### src/rtl/delay_pkg.sv
// Shared types and default sizing for the multi-channel delay timer.
package delay_pkg;

    typedef enum logic {
        MODE_PERIODIC = 1'b0,
        MODE_ONESHOT  = 1'b1
    } mode_e;

    localparam int DEF_CBITS = 19;
    localparam int DEF_N     = 400000;

endpackage

### src/rtl/delay_channel.sv
// One timer channel: counter, arm state, period/mode config and sticky overrun flag.
module delay_channel
    import delay_pkg::*;
#(
    parameter int CBITS     = DEF_CBITS,
    parameter int DEFAULT_N = DEF_N
) (
    input  logic             clk,
    input  logic             rst,
    input  logic             tick_i,
    input  logic             start_i,
    input  logic             stop_i,
    input  logic             wr_i,
    input  logic [CBITS-1:0] wr_period_i,
    input  mode_e            wr_mode_i,
    input  logic             err_clr_i,
    output logic             sig_o,
    output logic             flg_o,
    output logic             err_o
);

    logic [CBITS-1:0] cnt_q, cnt_d;
    logic [CBITS-1:0] period_q, period_d;
    mode_e            mode_q, mode_d;
    logic             active_q, active_d;
    logic             sig_q, sig_d;
    logic             flg_q, flg_d;
    logic             err_q, err_d;
    logic             err_set;

    always_comb begin
        cnt_d    = cnt_q;
        period_d = period_q;
        mode_d   = mode_q;
        active_d = active_q;
        sig_d    = 1'b0;
        err_set  = 1'b0;

        if (wr_i) begin
            period_d = wr_period_i;
            mode_d   = wr_mode_i;
        end

        if (stop_i) begin
            active_d = 1'b0;
            cnt_d    = '0;
        end else if (start_i) begin
            active_d = 1'b1;
            cnt_d    = '0;
        end else if (active_q) begin
            if (wr_i && (wr_period_i < cnt_q)) begin
                err_set = 1'b1;
                cnt_d   = '0;
            // A write landing exactly on the live count expires now so cnt never passes N.
            end else if (tick_i) begin
                if ((cnt_q == period_q) || (wr_i && (cnt_q == wr_period_i))) begin
                    cnt_d = '0;
                    sig_d = 1'b1;
                    if (mode_q == MODE_ONESHOT) begin
                        active_d = 1'b0;
                    end
                end else begin
                    cnt_d = cnt_q + 1'b1;
                end
            end
        end

        if (err_set) begin
            err_d = 1'b1;
        end else if (err_clr_i) begin
            err_d = 1'b0;
        end else begin
            err_d = err_q;
        end

        flg_d = active_d && (cnt_d <= period_d);
    end

    always_ff @(posedge clk) begin
        if (rst) begin
            cnt_q    <= '0;
            period_q <= CBITS'(DEFAULT_N);
            mode_q   <= MODE_PERIODIC;
            active_q <= 1'b0;
            sig_q    <= 1'b0;
            flg_q    <= 1'b0;
            err_q    <= 1'b0;
        end else begin
            cnt_q    <= cnt_d;
            period_q <= period_d;
            mode_q   <= mode_d;
            active_q <= active_d;
            sig_q    <= sig_d;
            flg_q    <= flg_d;
            err_q    <= err_d;
        end
    end

    assign sig_o = sig_q;
    assign flg_o = flg_q;
    assign err_o = err_q;

endmodule

### src/rtl/multi_delay_timer.sv
// NCH programmable delay/interval timers with shared write decode and tick.
// Define DELAY_PRESCALE_EN to divide the tick by PRESCALE with a shared prescaler.
module multi_delay_timer
    import delay_pkg::*;
#(
    parameter int NCH       = 4,
    parameter int CBITS     = DEF_CBITS,
    parameter int DEFAULT_N = DEF_N,
    parameter int PRESCALE  = 8,
    localparam int CHW      = (NCH > 1) ? $clog2(NCH) : 1
) (
    input  logic             clk,
    input  logic             rst,
    input  logic [NCH-1:0]   start,
    input  logic [NCH-1:0]   stop,
    input  logic             wr_en,
    input  logic [CHW-1:0]   wr_ch,
    input  logic [CBITS-1:0] wr_period,
    input  logic             wr_mode,
    input  logic [NCH-1:0]   err_clr,
    output logic [NCH-1:0]   sig,
    output logic [NCH-1:0]   flg,
    output logic [NCH-1:0]   err
);

    logic           tick;
    logic [NCH-1:0] wr_sel;

    if ((NCH < 1) || (NCH > 16) || (PRESCALE < 1) || ((DEFAULT_N >> CBITS) != 0)) begin : g_param_check
        $error("multi_delay_timer: illegal parameter combination");
    end

`ifdef DELAY_PRESCALE_EN
    localparam int PSW = $clog2(PRESCALE) + 1;

    logic [PSW-1:0] ps_q, ps_d;

    always_comb begin
        ps_d = (ps_q == PSW'(PRESCALE - 1)) ? '0 : ps_q + 1'b1;
    end

    always_ff @(posedge clk) begin
        if (rst) begin
            ps_q <= '0;
        end else begin
            ps_q <= ps_d;
        end
    end

    assign tick = (ps_q == PSW'(PRESCALE - 1));
`else
    assign tick = 1'b1;
`endif

    for (genvar i = 0; i < NCH; i++) begin : g_ch
        assign wr_sel[i] = wr_en && (wr_ch == CHW'(i));

        delay_channel #(
            .CBITS     (CBITS),
            .DEFAULT_N (DEFAULT_N)
        ) u_ch (
            .clk         (clk),
            .rst         (rst),
            .tick_i      (tick),
            .start_i     (start[i]),
            .stop_i      (stop[i]),
            .wr_i        (wr_sel[i]),
            .wr_period_i (wr_period),
            .wr_mode_i   (mode_e'(wr_mode)),
            .err_clr_i   (err_clr[i]),
            .sig_o       (sig[i]),
            .flg_o       (flg[i]),
            .err_o       (err[i])
        );
    end

endmodule

### config.mk
export PLATFORM = sky130hd
export DESIGN_NAME = multi_delay_timer
export DESIGN_NICKNAME = d
export VERILOG_FILES = /design/src/rtl/delay_pkg.sv /design/src/rtl/delay_channel.sv /design/src/rtl/multi_delay_timer.sv
export SDC_FILE = /design/constraint.sdc
export NUM_CORES = 1
export LEC_CHECK = 0
export ABC_AREA = 1
export BUFFER_PORTS_ARGS = -buffer_cell sky130_fd_sc_hd__buf_2
export CAP_MARGIN = 20
export CORE_MARGIN = 3
export CORE_UTILIZATION = 55
export CTS_BUF_LIST = sky130_fd_sc_hd__clkbuf_8
export DETAILED_ROUTE_END_ITERATION = 12
export GPL_ROUTABILITY_DRIVEN = 0
export PLACE_DENSITY = 0.72
export SLEW_MARGIN = 0
export SYNTH_ARGS = -nofsm -noshare
export SYNTH_HDL_FRONTEND = slang
export SYNTH_HIERARCHICAL = 1
export SYNTH_SLANG_ARGS = --single-unit
export TNS_END_PERCENT = 5
### constraint.sdc
create_clock -name clk -period 3.9 [get_ports clk]
set_input_delay 0.39 -clock clk [delete_from_list [all_inputs] [get_ports clk]]
set_output_delay 0.39 -clock clk [all_outputs]
set_load 0.05 [all_outputs]
==> impl_metrics.tcl, run 1 <==
set metrics [dict create \
    status "completed" \
    setup_tns_ns 0 \
    yosys.area.top_type_share_pct 24.03 \
    synth_top_area_cell "dfxtp_1" \
    worst_slew_pin_slew_ns 0.6604 \
    cts_inserted_buffers 17 \
    clk_latency_ns 0.48 \
    grt_usage_pct 29.53 \
    crit_type "reg2reg" \
    p_leak_nw 7.536 \
    hold_path_end "g_ch[1].u_ch/err_o" \
    die_x_um 167.4 \
    diodes 0 \
    netlist_area_sq_um 14330 \
    cp-end-kind "flip-flop" \
    cp-startpoint "g_ch[2].u_ch/cnt_q[15]" \
    post_cts_buffers 0 \
    grt_pass1_vias 13270 \
    core_area_sq_um 25400 \
    rows 58 \
    synth_area_per_cell_sq_um 6.308 \
    hpwl_um 30790 \
    vias 14350 \
    grt_max_degree 51 \
    period_needed_ns 3.508 \
    cts_tree "done" \
    crit_fanout 21 \
    finalSetupViolCount 0 \
    grt.overflow.total 0 \
    drv_cap 0 \
    dieArea_sq_um 28020 \
    min_path_type "in2reg" \
    pre_cts_ws_ns 0.3557 \
    ys_seq_area_share_pct 24.03 \
    routed_wl_um 41950 \
    cp.arrival_ns 3.87 \
    ff_latch_area_sq_um 3443 \
    wl_per_cell_um 15.75 \
    drive_above_1_share_pct 9.683 \
    syn_inst 2271 \
    synth_edf_count 0 \
    vdd_drop_max_uv 208.5 \
    path_clk_slew_ns 0.11 \
    fillers 2526 \
    min_from "err_clr[1]" \
    async_flop_share_pct 0 \
    ys_types 42 \
    rrSetupSlack_ns 0.39 \
    ys.warnings.count 6 \
    r2r_start "g_ch[2].u_ch/cnt_q[15]" \
    relSlewSlack_pct 55.70 \
    die-height_um 167.4 \
    final_cells 2664 \
    antenna_found_initial 0 \
    clock.fmax_mhz 285.1 \
    design_area_sq_um 15300 \
    final_nets 2515 \
    area_growth_syn_to_layout_pct 6.777 \
    grt_pass1_wl_um 67480 \
    ys_ff_latch 172 \
    worstPathRequired_ns 4.26 \
    holdWs_ns 0.09721 \
    worstReg2RegEnd "g_ch[2].u_ch/flg_o" \
    root_buffer "clkbuf_8" \
    cts_resized 0 \
    io_buffers 48 \
    ios 49 \
    fin_crit_sh_pct 89.94 \
    ant_nets 0 \
    multi_input_area_sq_um 9492 \
    initial_utilization_pct 56.40 \
    cts_sinks 172 \
    cts_buffer_depth 2 \
    cp-start-kind "flip-flop" \
    power_density_nw_per_um2 257.6 \
    dp_cells 2633 \
    drc 0 \
    ys.flop_type "dfxtp_1" \
    ys_top_cells_by_count "743 x nand2_1, 274 x nor2_1, 261 x inv_1, 172 x dfxtp_1, 156 x ha_1" \
    place_area_sq_um 14900 \
    ys_top_cells_by_area "dfxtp_1 24%, nand2_1 19%, ha_1 14%" \
    drv_slew 0 \
    drt_iter0_markers 1264 \
    postCtsHoldBufs 0 \
    hold_path_depth 2 \
    drt_pass1_iterations 5 \
    clock-skew-final_ns 0.01775 \
    grt_setup_unrepaired "false" \
    hold_violations 0 \
    worstRegToRegCells 18 \
    viasPerCell 5.388 \
    fin_ws_ns 0.3922 \
    cts.htree.levels 4 \
    yosysMostFrequentCell "nand2_1" \
]
## cells by family after synthesis
group                    share of synthesized area, %
multiplexers                                    1.397
other                                         0.02618
buffers and inverters                           10.18
flip-flops                                      24.03
AO/OA/AOI/OAI                                   9.598
AND/OR/NAND/NOR                                 36.98
adder cells (fa/ha/maj)                         13.62
XOR/XNOR                                        4.157
## power by group
part           total (mW)  switching [mW]  leakage [nW]  internal, mW
registers            1.84          0.0362          1.40          1.81
logic               0.759           0.511          5.94         0.248
clock network        1.34           0.731         0.196         0.608
total                3.94            1.28          7.54          2.66
## state kept, by name (all words and copies together) (netlist names)
name / flops
g_ch.u_ch/sig_o: 4
g_ch.u_ch/cnt_q: 76
g_ch.u_ch/mode_q: 4
g_ch.u_ch/err_o: 4
g_ch.u_ch/active_q: 4
g_ch.u_ch/period_q: 76
g_ch.u_ch/flg_o: 4
## per-stage QoR
step	util (%)	power (mW)
CTS	60.23	3.952
detailed placement	58.65	2.622
floorplan	-	2.388
finish	60.23	3.941
global route	60.23	4.143
global placement	58.65	2.608
## area by class of cell
type | instances | area share, %
clock buffers | 19 | 1.709
clock inverters | 12 | 0.9079
inverters | 290 | 7.181
multi-input cells | 1767 | 62.05
flip-flops and latches | 172 | 22.51
well taps | 330 | 2.699
repair buffers | 74 | 2.945
## worst max path at each step
| stage | end | depth (start not counted) |
|---|---|---|
| after detailed placement | g_ch[2].u_ch/flg_o | 19 |
| after floorplan | g_ch[0].u_ch/flg_o | 23 |
| final | g_ch[2].u_ch/flg_o | 18 |
| after global routing | g_ch[2].u_ch/flg_o | 19 |
| after CTS | g_ch[2].u_ch/flg_o | 18 |
| after global placement | g_ch[2].u_ch/flg_o | 19 |
## cell usage in the layout, fill, tap and decap left out, types with 3 or more instances in the layout
| cell | Yosys | final |
|---|---|---|
| a21boi_1 | 4 | 4 |
| a21o_1 | 4 | 4 |
| a21oi_1 | 146 | 146 |
| a21oi_2 | 3 | 3 |
| buf_2 | 6 | 47 |
| buf_4 | 8 | 26 |
| clkbuf_8 | 0 | 19 |
| clkinv_1 | 9 | 9 |
| clkinvlp_4 | 0 | 3 |
| conb_1 | 1 | 19 |
| dfxtp_1 | 172 | 172 |
| ha_1 | 156 | 156 |
| inv_1 | 261 | 261 |
| inv_2 | 16 | 16 |
| inv_4 | 4 | 4 |
| mux2i_1 | 20 | 20 |
| nand2_1 | 743 | 743 |
| nand2_2 | 13 | 13 |
| nand2_4 | 3 | 3 |
| nand3_1 | 84 | 84 |
| nand3_2 | 4 | 4 |
| nand3_4 | 4 | 4 |
| nand4_1 | 25 | 25 |
| nor2_1 | 274 | 274 |
| nor2_2 | 50 | 50 |
| nor2_4 | 11 | 11 |
| nor3_1 | 19 | 19 |
| nor3_2 | 9 | 9 |
| nor4_1 | 3 | 3 |
| o21a_1 | 7 | 7 |
| o21ai_0 | 77 | 77 |
| o21ai_1 | 6 | 6 |
| o21bai_2 | 3 | 3 |
| o32ai_1 | 4 | 4 |
| or2_0 | 3 | 3 |
| xnor2_1 | 20 | 20 |
| xor2_1 | 48 | 48 |
## routing by layer
metal / global-route usage, % / wire (um)
met5: 0 / 0
met4: 11.10 / 1425
met3: 3.470 / 2622
met2: 49.56 / 19620
met1: 39.11 / 18290
## critical path: stages, from the launching register on
cell and delay, ns:
dfxtp_1 0.45, inv_1 0.13, ha_1 0.30, nand4_1 0.16, nor3_2 0.32, nand4_1 0.16
nand2_1 0.11, nand2_2 0.28, nand2_1 0.17, nand2_1 0.06, nand2_1 0.11, inv_1 0.05
ha_1 0.29, nand4_1 0.21, nor2_1 0.20, nand3_1 0.10, nand3_1 0.09, nand2_1 0.08
a21boi_1 0.13
No activity file was read; power rests on OpenSTA's default activity.
==> run 2, diff against run 1 <==
--- a/config.mk
+++ b/config.mk
@@ -13,7 +13,7 @@
 export CTS_BUF_LIST = sky130_fd_sc_hd__clkbuf_8
 export DETAILED_ROUTE_END_ITERATION = 12
 export GPL_ROUTABILITY_DRIVEN = 0
-export PLACE_DENSITY = 0.72
+export PLACE_DENSITY = 0.82
 export SLEW_MARGIN = 0
 export SYNTH_ARGS = -nofsm -noshare
 export SYNTH_HDL_FRONTEND = slang
==> impl_metrics.tcl, run 2 (same netlist as run 1, synthesis figures left out) <==
set metrics [dict create \
    path_clk_slew_ns 0.10 \
    drc 0 \
    root_buffer "clkbuf_8" \
    rows 58 \
    period_needed_ns 3.533 \
    wl_per_cell_um 15.72 \
    fin_crit_sh_pct 90.59 \
    cts_resized 0 \
    cp.arrival_ns 3.89 \
    grt_setup_unrepaired "false" \
    ant_nets 0 \
    cts_inserted_buffers 17 \
    seqPwrFrac_pct 46.8 \
    fillers 2418 \
    drt_iter0_markers 1402 \
    grt_pass1_wl_um 66930 \
    min_from "err_clr[3]" \
    vias 14650 \
    post_cts_buffers 0 \
    drt_pass1_iterations 6 \
    layout_common_cells "743 x nand2_1, 274 x nor2_1, 264 x inv_1" \
    dieArea_sq_um 28020 \
    hpwl_um 30190 \
    drive_above_1_share_pct 9.204 \
    drv_slew 0 \
    switching_share_pct 31.74 \
    finalSetupViolCount 0 \
    worstRegToRegCells 18 \
    initial_utilization_pct 56.40 \
    power_density_nw_per_um2 258.9 \
    setup_tns_ns 0 \
    grt_max_degree 52 \
    min_path_type "in2reg" \
    clkPwrFrac_pct 34.1 \
    reg_top3 "g_ch.u_ch/cnt_q x76, g_ch.u_ch/period_q x76" \
    area_growth_syn_to_layout_pct 6.323 \
    vdd_drop_max_uv 248.6 \
    p_int_mw 2.692 \
    cts_sinks 172 \
    grt.overflow.total 0 \
    rrSetupSlack_ns 0.37 \
    final_core_util_pct 59.97 \
    clk_latency_ns 0.47 \
    clock.fmax_mhz 283.1 \
    viasPerCell 5.515 \
    hold_path_end "g_ch[3].u_ch/err_o" \
    cp-start-kind "flip-flop" \
    grt_usage_pct 28.87 \
    p_leak_nw 7.506 \
    postCtsHoldBufs 0 \
    io_buffers 48 \
    r2r_start "g_ch[2].u_ch/cnt_q[15]" \
    cp-end-kind "flip-flop" \
    final_nets 2506 \
    drv_cap 0 \
    p_sw_mw 1.252 \
    hold_violations 0 \
    crit_type "reg2reg" \
    comb_power_share_pct 19.2 \
    ios 49 \
    worstReg2RegEnd "g_ch[2].u_ch/flg_o" \
    hold_path_depth 2 \
    routed_wl_um 41750 \
    worstPathRequired_ns 4.25 \
    die-height_um 167.4 \
    relSlewSlack_pct 45.32 \
    cts.htree.levels 4 \
    die_x_um 167.4 \
    grt_pass1_vias 13860 \
    crit_fanout 21 \
    worst_slew_pin_slew_ns 0.8152 \
    layout_commonest_cell "nand2_1" \
    cts_tree "done" \
    core_area_sq_um 25400 \
    clock-skew-final_ns 0.02310 \
    antenna_found_initial 0 \
    status "completed" \
    cts_buffer_depth 2 \
]
-- run 2: cell count changes in the layout (fill, tap and decap cells not counted) --
cell / previous run / this run
inv_1: 261 / 264
clkinvlp_4: 3 / 2
buf_4: 26 / 17
inv_6: 2 / 1
clkbuf_8: 19 / 18
bufinv_16: 2 / 3
diode_2: 0 / 1
inv_8: 1 / 0
-- run 2: cell type report --
type	instances	area, sq um	share of cell area (%)
Inverter	290	1099	7.212
Antenna cell	1	2.502	0.01643
Timing Repair Buffer	65	382.9	2.514
Clock buffer	18	247.7	1.626
Tap cell	330	412.9	2.711
Clock inverter	13	152.6	1.002
Sequential cell	172	3443	22.61
Multi-Input combinational cell	1767	9492	62.31
-- run 2: worst max-delay path: stages, from the launching register on --
cell	delay [ns]
dfxtp_1	0.47
inv_1	0.13
ha_1	0.29
nand4_1	0.18
nor3_2	0.28
nand4_1	0.13
nand2_1	0.10
nand2_2	0.27
nand2_1	0.19
nand2_1	0.06
nand2_1	0.08
inv_1	0.05
ha_1	0.31
nand4_1	0.20
nor3_1	0.26
nand3_1	0.14
nand3_1	0.11
nand2_1	0.05
a21boi_1	0.12
-- run 2: metal layers --
layer  track usage (%)  vias to the layer above  share of wire [%]
li1                  -                     7215                  -
met1             37.85                     6643                 41
met2             47.62                      655                 45
met3             4.178                      134                9.0
met4             12.24                        0                4.1
met5                 0                        -                  0
-- run 2: stage by stage --
| step | worst slack [ns] | total power [mW] | instances | hold slack, ns | instance area, sq um |
|---|---|---|---|---|---|
| after global placement | 0.4936 | 2.592 | 2624 | 0.4627 | 14830 |
| after detailed placement | 0.4545 | 2.616 | 2624 | 0.4653 | 14830 |
| after CTS | 0.4839 | 3.944 | 2655 | 0.08957 | 15230 |
| after global routing | 0.2467 | 4.127 | 2655 | 0.08870 | 15230 |
| after floorplan | 1.125 | 2.388 | 2289 | 0.4751 | 14390 |
| final | 0.3671 | 3.943 | 2656 | 0.1065 | 15230 |
-- run 2: how the worst max path moves through the flow --
stage,end,slack (ns),from,cells after the start
3_3_place_gp,g_ch[3].u_ch/flg_o,0.49,wr_en,13
3_5_place_dp,g_ch[3].u_ch/flg_o,0.45,wr_en,13
5_1_grt,g_ch[2].u_ch/flg_o,0.25,g_ch[2].u_ch/cnt_q[17],18
6_report,g_ch[2].u_ch/flg_o,0.37,g_ch[2].u_ch/cnt_q[15],18
4_1_cts,g_ch[2].u_ch/flg_o,0.48,g_ch[2].u_ch/cnt_q[15],18
2_1_floorplan,g_ch[0].u_ch/flg_o,1.12,g_ch[0].u_ch/cnt_q[14],23
-- run 2: power groups by stage --
stage	registers [mW]	clock network (mW)	logic, mW
2_1_floorplan	1.88	0	0.504
3_3_place_gp	1.88	0	0.710
3_5_place_dp	1.88	0	0.732
4_1_cts	1.84	1.36	0.738
5_1_grt	1.85	1.43	0.844
6_report	1.84	1.34	0.756
